==> config.mk <==
export PLATFORM = sky130hd
export DESIGN_NAME = mhd_pattern_gen_flat
export DESIGN_NICKNAME = d
export VERILOG_FILES = /design/src/rtl/mhd_pkg.sv /design/src/rtl/mhd_pattern_gen_if.sv /design/src/rtl/mhd_popcount.sv /design/src/rtl/mhd_pattern_gen.sv /design/src/flat_wrapper.sv
export SDC_FILE = /design/constraint.sdc
export NUM_CORES = 1
export LEC_CHECK = 0
export ABC_AREA = 1
export CAP_MARGIN = 10
export CORE_MARGIN = 2
export CORE_UTILIZATION = 40
export CTS_CLUSTER_SIZE = 20
export DETAILED_ROUTE_END_ITERATION = 10
export MAX_ROUTING_LAYER = met4
export PLACE_DENSITY_LB_ADDON = 0.15
export SLEW_MARGIN = 20
export SYNTH_ARGS = -nofsm -noshare
export SYNTH_HDL_FRONTEND = slang
export SYNTH_SLANG_ARGS = --single-unit
==> constraint.sdc <==
create_clock -name clk -period 6.15 [get_ports clk]
set_clock_uncertainty 0.15 [all_clocks]
set_input_delay 0.615 -clock clk [delete_from_list [all_inputs] [get_ports clk]]
set_output_delay 0.615 -clock clk [all_outputs]
set_load 0.03 [all_outputs]
==> src/rtl/mhd_pkg.sv <==
// Shared types and helpers for the Hamming-distance pattern generator.
package mhd_pkg;

    typedef enum logic [1:0] {
        IDLE,
        SCAN,
        HOLD,
        FIN
    } state_t;

    localparam int DEF_WIDTH = 8;

    function automatic int unsigned popcount(input logic [15:0] v);
        int unsigned n;
        n = 0;
        for (int i = 0; i < 16; i++) begin
            n += 32'(v[i]);
        end
        return n;
    endfunction

endpackage

==> src/rtl/mhd_pattern_gen_if.sv <==
// Output handshake bundle of the pattern generator.
interface mhd_pattern_gen_if #(
    parameter int WIDTH = 8
);
    logic             out_valid;
    logic             out_ready;
    logic [WIDTH-1:0] out_word;
    logic [WIDTH-1:0] out_mask;

    modport master (
        output out_valid,
        output out_word,
        output out_mask,
        input  out_ready
    );

    modport slave (
        input  out_valid,
        input  out_word,
        input  out_mask,
        output out_ready
    );
endinterface

==> src/rtl/mhd_popcount.sv <==
// Combinational population count of a WIDTH-bit vector.
module mhd_popcount
    import mhd_pkg::*;
#(
    parameter  int WIDTH = DEF_WIDTH,
    localparam int PW    = $clog2(WIDTH + 1)
) (
    input  logic [WIDTH-1:0] vec,
    output logic [PW-1:0]    cnt
);
    assign cnt = PW'(popcount(16'(vec)));
endmodule

==> src/rtl/mhd_pattern_gen.sv <==
// Enumerates every word at Hamming distance k from base, masks ascending.
// Optional abort input enabled by defining MHD_GEN_ABORT_EN.
module mhd_pattern_gen
    import mhd_pkg::*;
#(
    parameter int WIDTH = DEF_WIDTH,
    parameter int KW    = 4,
    parameter int CW    = WIDTH + 1
) (
    input  logic             clk,
    input  logic             rst_n,
    input  logic             start,
    input  logic [WIDTH-1:0] base,
    input  logic [KW-1:0]    k,
`ifdef MHD_GEN_ABORT_EN
    input  logic             abort,
`endif
    mhd_pattern_gen_if.master o,
    output logic             busy,
    output logic             done,
    output logic [CW-1:0]    count
);
    localparam int PW = $clog2(WIDTH + 1);

    state_t           state, state_n;
    logic [WIDTH-1:0] base_q, base_n;
    logic [KW-1:0]    k_q, k_n;
    logic [WIDTH-1:0] cand, cand_n;
    logic             vld_n;
    logic [WIDTH-1:0] word_n, mask_n;
    logic [CW-1:0]    cnt_n;
    logic             busy_n, done_n;
    logic [PW-1:0]    pc;
    logic             hit, last, abort_hit;

    mhd_popcount #(.WIDTH(WIDTH)) u_pc (
        .vec(cand),
        .cnt(pc)
    );

    assign hit  = (KW'(pc) == k_q);
    assign last = &cand;

`ifdef MHD_GEN_ABORT_EN
    assign abort_hit = abort;
`else
    assign abort_hit = 1'b0;
`endif

    always_comb begin
        state_n = state;
        base_n  = base_q;
        k_n     = k_q;
        cand_n  = cand;
        vld_n   = o.out_valid;
        word_n  = o.out_word;
        mask_n  = o.out_mask;
        cnt_n   = count;
        unique case (state)
            IDLE: begin
                if (start) begin
                    base_n  = base;
                    k_n     = k;
                    cand_n  = '0;
                    cnt_n   = '0;
                    state_n = (k > KW'(WIDTH)) ? FIN : SCAN;
                end
            end
            SCAN: begin
                if (abort_hit) begin
                    state_n = FIN;
                end else if (hit) begin
                    mask_n  = cand;
                    word_n  = base_q ^ cand;
                    vld_n   = 1'b1;
                    state_n = HOLD;
                end else if (last) begin
                    state_n = FIN;
                end else begin
                    cand_n = cand + WIDTH'(1);
                end
            end
            HOLD: begin
                // abort wins over a same-cycle handshake
                if (abort_hit) begin
                    vld_n   = 1'b0;
                    state_n = FIN;
                end else if (o.out_ready) begin
                    cnt_n = count + CW'(1);
                    vld_n = 1'b0;
                    if (last) begin
                        state_n = FIN;
                    end else begin
                        cand_n  = cand + WIDTH'(1);
                        state_n = SCAN;
                    end
                end
            end
            FIN: begin
                state_n = IDLE;
            end
            default: begin
                state_n = IDLE;
            end
        endcase
        busy_n = (state_n == SCAN) || (state_n == HOLD);
        done_n = (state_n == FIN);
    end

    always_ff @(posedge clk or negedge rst_n) begin
        if (!rst_n) begin
            state       <= IDLE;
            base_q      <= '0;
            k_q         <= '0;
            cand        <= '0;
            o.out_valid <= 1'b0;
            o.out_word  <= '0;
            o.out_mask  <= '0;
            count       <= '0;
            busy        <= 1'b0;
            done        <= 1'b0;
        end else begin
            state       <= state_n;
            base_q      <= base_n;
            k_q         <= k_n;
            cand        <= cand_n;
            o.out_valid <= vld_n;
            o.out_word  <= word_n;
            o.out_mask  <= mask_n;
            count       <= cnt_n;
            busy        <= busy_n;
            done        <= done_n;
        end
    end
endmodule

==> src/flat_wrapper.sv <==
// flat-port wrapper written by rule: the top's interface ports become plain ports
module mhd_pattern_gen_flat import mhd_pkg::*;
#(
    parameter int WIDTH = DEF_WIDTH,
    parameter int KW    = 4,
    parameter int CW    = WIDTH + 1
)
  (clk, rst_n, start, base, k, busy, done, count, o_out_valid, o_out_word, o_out_mask, o_out_ready);
  mhd_pattern_gen_if #(.WIDTH(WIDTH)) o_i ();
  input  logic clk;
  input  logic rst_n;
  input  logic start;
  input  logic [WIDTH-1:0] base;
  input  logic [KW-1:0] k;
  output logic busy;
  output logic done;
  output logic [CW-1:0] count;
  output wire logic [$bits(o_i.out_valid)-1:0] o_out_valid;
  output wire logic [$bits(o_i.out_word)-1:0] o_out_word;
  output wire logic [$bits(o_i.out_mask)-1:0] o_out_mask;
  input wire logic [$bits(o_i.out_ready)-1:0] o_out_ready;
  assign o_out_valid = o_i.out_valid;
  assign o_out_word = o_i.out_word;
  assign o_out_mask = o_i.out_mask;
  assign o_i.out_ready = o_out_ready;
  mhd_pattern_gen #(.WIDTH(WIDTH), .KW(KW), .CW(CW)) u_core (.clk(clk), .rst_n(rst_n), .start(start), .base(base), .k(k), .o(o_i), .busy(busy), .done(done), .count(count));
endmodule
==> results of run 1 <==
==> cell usage after synthesis <==
library cell and instances:
a21boi_0 1, a21oi_1 5, a31oi_1 2, buf_2 3, buf_6 4, clkbuf_1 2, dfrtp_1 50, fa_1 4
ha_1 10, inv_1 41, inv_2 3, nand2_1 110, nand2_2 5, nand2_4 1, nand3_1 19, nand3_4 1
nand3b_1 1, nand4_1 6, nor2_1 21, nor2_2 1, nor2_4 1, nor3_1 2, nor3b_1 1, o21ai_0 14
o21ai_2 17, or2_2 2, xnor2_1 9, xor2_1 4
==> worst max-delay path by stage <==
stage,from,endpoint,slack [ps],cells past startpoint
2_1_floorplan,u_core.cand[0]$_DFFE_PN0P_,u_core.busy$_DFF_PN0_,2350,16
3_3_place_gp,u_core.cand[0]$_DFFE_PN0P_,u_core.busy$_DFF_PN0_,1760,16
3_5_place_dp,u_core.cand[0]$_DFFE_PN0P_,u_core.busy$_DFF_PN0_,1730,16
4_1_cts,u_core.cand[0]$_DFFE_PN0P_,u_core.busy$_DFF_PN0_,1690,16
5_1_grt,u_core.cand[0]$_DFFE_PN0P_,u_core.busy$_DFF_PN0_,1330,16
6_report,u_core.cand[0]$_DFFE_PN0P_,u_core.busy$_DFF_PN0_,1730,16
==> layer usage <==
layer,part of all wire (%),global-route usage (%),vias up,wire length [microns]
met4,0.99,3.64,0,55
met3,3.4,3.58,5,191
met1,53,22.7,1012,2960
met2,42,24.8,36,2360
li1,-,-,1146,-
met5,0,-,-,0
==> metrics by stage <==
| stage | power, mW | hold WS (ps) | instance area, sq um | setup WS (ps) | instances |
|---|---|---|---|---|---|
| 3_3_place_gp | 0.353 | 320 | 3290 | 1760 | 471 |
| 5_1_grt | 0.603 | 323 | 3410 | 1330 | 479 |
| 3_5_place_dp | 0.353 | 323 | 3290 | 1730 | 471 |
| 2_1_floorplan | 0.336 | 169 | 2810 | 2350 | 340 |
| 6_report | 0.581 | 257 | 3410 | 1730 | 479 |
| 4_1_cts | 0.588 | 279 | 3410 | 1690 | 479 |
==> power by group <==
| part | switching, mW | internal [mW] |
|---|---|---|
| logic | 0.00857 | 0.00856 |
| registers | 0 | 0.328 |
| clock network | 0.114 | 0.121 |
| total | 0.123 | 0.458 |
==> logic make-up after synthesis <==
logic type	synth area share [%]
AOI/OAI and AO/OA	9.41
xor gates and xnor gates	4.06
adders and majority gates	7.31
buffers and inverters	8.29
DFF	44.6
and+or+nand+nor	26.3
==> cell type report <==
class                      instances  area share, %
timing repair buffer              44           12.7
inverter                          44           4.85
multi-input combinational        237           38.8
tap                               96           3.53
sequential                        50           36.7
clock buffer                       5           2.02
clock inverter                     3           1.32
==> registers in the layout, indices dropped and copies added, names as in the netlist <==
register            cells
u_core.base_q           8
u_core.o.out_valid      1
u_core.state            2
u_core.o.out_mask       8
u_core.count            9
u_core.o.out_word       8
u_core.cand             8
u_core.k_q              4
u_core.busy             1
u_core.done             1
==> worst max-delay path, stage by stage, from the launching register on <==
cell and delay, ps:
dfrtp_1 460, inv_1 140, fa_1 570, fa_1 430, fa_1 430, inv_1 70
ha_1 160, inv_1 60, fa_1 490, xor2_1 140, nand2_1 100, nor2_4 140
nand3_4 430, nand2_1 180, nand2_1 80, nand2_1 60, ha_1 220
==> impl_metrics.py, run 1 <==
metrics = {
    "run_status": {
        "status": "complete, no violations",
    },
    "floorplanning": {
        "rows": 30,
        "start_util_pct": 41.3,
        "die_w_microns": 87.8,
        "core_sq_mm": 0.00679,
        "die_h_microns": 87.8,
        "io_pins": 44,
        "die_area_sq_mm": 0.00770,
    },
    "logic_synthesis": {
        "synth_area_leader_cell": "dfrtp_1",
        "avgSynthCellArea_sq_um": 8.25,
        "seq_area_frac_synth_pct": 44.6,
        "ys.warnings.count": 0,
        "syn_nets": 370,
        "ys_ff_latch": 50,
        "netlist_area_sq_mm": 0.00281,
        "netlist.area_leader.share_pct": 44.6,
        "syn-instance-count": 340,
        "synth_cell_types": 28,
        "yosys-top-cells-area": "dfrtp_1 45%, nand2_1 15%, inv_1 5.5%, o21ai_2 5.3%, ha_1 4.5%",
    },
    "timing": {
        "setup_violations": 0,
        "timing.fmax_ghz": 0.226,
        "finalCritPeriodShare_pct": 71.9,
        "fin_tns_setup_ps": 0,
        "tightest_slew_ps": 629,
        "period_needed_ps": 4420,
        "drv_slew": 0,
        "grt_setup_unrepaired": "false",
        "slew_headroom_pct": 58.1,
        "finalHoldViolations": 0,
    },
    "placed_design": {
        "hpwl_mm": 4.06,
        "port_buffers": 43,
        "gp_congestion": 0.832,
    },
    "global_routing": {
        "grt_max_degree": 51,
        "grt_pass1_vias": 2091,
        "grt_overflow": 0,
        "grt_usage_pct": 16.4,
        "grt_pass1_wl_mm": 9.76,
        "antenna_found_initial": 0,
    },
    "routing": {
        "drt-total-wl_mm": 5.56,
        "vias": 2199,
        "avgViaCountPerCell": 4.59,
        "ant_nets": 0,
        "drt_iter0_drc": 85,
        "drc": 0,
        "dr.pass1.iters": 4,
        "wl_per_cell_microns": 11.6,
    },
    "finish": {
        "nFillCells": 681,
        "drive_above_1_share_pct": 10.7,
        "fin_nets": 412,
        "syn_to_final_growth_pct": 21.4,
        "num_antenna_cells": 0,
        "layout_common_cells": "110 x nand2_1, 50 x dfrtp_1, 42 x clkdlybuf4s50_1",
        "multiInputGateArea_sq_mm": 0.00132,
        "post-route-util_pct": 50.1,
        "mostFrequentLayoutCell": "nand2_1",
        "register_area_sq_mm": 0.00125,
    },
    "clocking": {
        "cts_sinks": 50,
        "cts_resized": 0,
        "htree_levels": 2,
        "post_cts_buffers": 0,
        "cts_tree": "yes",
        "clockRootBuffer": "clkbuf_8",
        "insertion_delay_ps": 310,
        "clk_path_buf_depth": 2,
        "clk_pin_slew_worst_paths_ps": 100,
        "cts_made_buffers": 5,
        "ctsHoldBuffers": 0,
    },
    "critical_path": {
        "rrSetupSlack_ps": 1730,
        "timing.rr.end": "u_core.busy$_DFF_PN0_",
        "crit_type": "reg -> reg",
        "worstPathRequired_ps": 6190,
        "reg2regPathDepth": 16,
        "path_max_fanout": 42,
        "worstReg2RegStart": "u_core.cand[0]$_DFFE_PN0P_",
        "cp.arrival_ps": 4460,
        "cp-end-kind": "flip-flop",
        "worstSetupStartpointType": "flip-flop",
    },
    "hold_path": {
        "hold_class": "in -> async",
    },
    "power_and_ir_drop": {
        "leakage_nw": 1.66,
        "peakVddDrop_uv": 86.9,
        "power_density_mw_per_mm2": 171,
    },
    "job": {
        "drv_cap": 0,
    },
}
Note: power is estimated with default switching activity, not from simulation.
==> inputs of run 2 (changes only) <==
Clock period 6.15 ns to 4 ns, I/O delays scaled along.
==> run 2 against run 1 <==
Hold slack better by 80 ps. Core utilization grew 1.3 points. Fmax grew 17%. Total power up 65%. Combinational power up 58%. Worst setup slack worse by 1500 ps. Cell area increased by 2.7%. Global-route usage is essentially flat. Flip-flop and latch count did not move. Sequential share of layout area shrank 0.96 points. Critical path depth decreased by 1. Die area unchanged. Critical path type unchanged. Highest routed layer unchanged.
==> impl_metrics.py, run 2 (synthesized netlist as in run 1, its figures left out) <==
metrics = {
    "critical_path": {
        "worstPathRequired_ps": 4050,
        "worstSetupStartpointType": "flip-flop",
        "critPathLaunch": "u_core.cand[0]$_DFFE_PN0P_",
        "path_max_fanout": 3,
        "crit_type": "reg -> reg",
        "cp-end-kind": "flip-flop",
        "cp.arrival_ps": 3840,
        "reg2regPathDepth": 15,
        "worstReg2RegStart": "u_core.cand[0]$_DFFE_PN0P_",
    },
    "routing": {
        "drt-total-wl_mm": 5.56,
        "wl_per_cell_microns": 11.4,
        "dr.pass1.iters": 4,
        "drt_iter0_drc": 100,
        "vias": 2213,
        "ant_nets": 0,
        "avgViaCountPerCell": 4.55,
        "drc": 0,
    },
    "clocking": {
        "cts_made_buffers": 5,
        "cts_sinks": 50,
        "htree_levels": 2,
        "cts_tree": "yes",
        "clockRootBuffer": "clkbuf_8",
        "clk_pin_slew_worst_paths_ps": 90,
        "insertion_delay_ps": 310,
        "clk_path_buf_depth": 2,
    },
    "finish": {
        "mostFrequentLayoutCell": "nand2_1",
        "fin_nets": 419,
        "post-route-util_pct": 51.5,
        "num_antenna_cells": 0,
        "drive_above_1_share_pct": 12.8,
        "largest_register": "u_core.count",
        "layout_common_cells": "110 x nand2_1, 50 x dfrtp_1, 42 x clkdlybuf4s50_1",
        "syn_to_final_growth_pct": 24.6,
        "largest_reg_flops": 9,
    },
    "timing": {
        "finalHoldViolations": 0,
        "finalCritPeriodShare_pct": 94.9,
        "grt_setup_unrepaired": "false",
        "fin_tns_setup_ps": 0,
        "timing.fmax_ghz": 0.263,
        "tightest_slew_ps": 532,
        "worst_slack_ps": 204,
        "drv_slew": 0,
        "period_needed_ps": 3800,
        "setup_violations": 0,
        "slew_headroom_pct": 64.4,
    },
    "floorplanning": {
        "io_pins": 44,
        "rows": 30,
        "core_sq_mm": 0.00679,
        "start_util_pct": 41.3,
        "die_w_microns": 87.8,
        "die_h_microns": 87.8,
        "die_area_sq_mm": 0.00770,
    },
    "global_routing": {
        "grt_pass1_vias": 2132,
        "grt_pass1_wl_mm": 9.80,
        "grt_usage_pct": 16.4,
        "antenna_found_initial": 0,
        "grt_overflow": 0,
        "grt_max_degree": 42,
    },
    "job": {
        "drv_cap": 0,
    },
    "run_status": {
        "status": "complete, no violations",
    },
    "hold_path": {
        "hold_start": "u_core.o.out_mask[1]$_DFFE_PN0P_",
        "hold_class": "reg -> reg",
        "min_path_cells": 2,
    },
    "power_and_ir_drop": {
        "leakage_nw": 1.72,
        "peakVddDrop_uv": 130,
        "power_density_mw_per_mm2": 274,
    },
    "placed_design": {
        "dp_slack_ps": 181,
        "hpwl_mm": 4.04,
        "port_buffers": 43,
        "gp_congestion": 0.845,
    },
}
run 2: cell count changes in the layout (fill, tap and decap cells not counted):
| cell | change |
|---|---|
| inv_1 | -3 |
| inv_2 | +3 |
| buf_12 | +1 |
| buf_4 | +5 |
| bufinv_16 | +1 |
| clkinvlp_4 | -2 |
| dlygate4sd3_1 | +1 |
| clkinv_4 | +1 |
run 2: per-stage QoR:
| stage | std cells | instance area, sq um | hold slack, ps | power (mW) |
|---|---|---|---|---|
| floorplan | 340 | 2810 | -45.6 | 0.517 |
| global placement | 476 | 3340 | 214 | 0.542 |
| detailed placement | 476 | 3340 | 214 | 0.543 |
| CTS | 485 | 3490 | 342 | 0.975 |
| global route | 486 | 3500 | 372 | 0.989 |
| finish | 486 | 3500 | 337 | 0.959 |
run 2: path summary, 6_finish.rpt:
check / endpoint / slack (ps)
max in group asynchronous: u_core.state[0]$_DFF_PN0_ / 2520
min in group asynchronous: u_core.o.out_mask[0]$_DFFE_PN0P_ / 400
worst min register to register: u_core.o.out_mask[1]$_DFFE_PN0P_ / 340
worst max register to register: u_core.busy$_DFF_PN0_ / 200
worst max-delay path: u_core.busy$_DFF_PN0_ / 200
worst min-delay path: u_core.o.out_mask[1]$_DFFE_PN0P_ / 340
run 2: what timing repair did:
action / CTS / global route
setup buffers: 0 / 1
resized for setup: 0 / 3
setup endpoints to repair: 0 / 9
hold buffers: 1 / 0
hold endpoints to repair: 17 / 0
run 2: cell type report:
type / count / area [sq um]
Timing Repair Buffer: 51 / 500
Clock inverter: 3 / 68.8
Tap cell: 96 / 120
Fill cell: 651 / 3300
Clock buffer: 5 / 68.8
Inverter: 44 / 165
Sequential cell: 50 / 1250
Multi-Input combinational cell: 237 / 1320
run 2: metal layers:
metal  GRT usage, %  up-vias  wire length (microns)
li1               -     1167                      -
met1           22.7      997                   2830
met2           25.5       43                   2470
met3           2.83        6                    206
met4           3.50        0                     53
met5              -        -                      0
run 2: power by group:
| group | switching (mW) | total (mW) | internal [mW] |
|---|---|---|---|
| registers | 0 | 0.505 | 0.505 |
| clock network | 0.176 | 0.427 | 0.251 |
| logic | 0.0132 | 0.0270 | 0.0138 |
| total | 0.189 | 0.959 | 0.769 |
run 2: critical path, cell delays in order, from the launching register on:
cell and delay, ps:
dfrtp_1 370, inv_2 60, fa_1 540, fa_1 420, fa_1 500, inv_1 50
ha_1 190, inv_1 70, fa_1 420, xor2_1 150, nand2_1 120, nor2_4 50
nand2_1 80, nand3_1 70, a21oi_1 190, ha_1 260
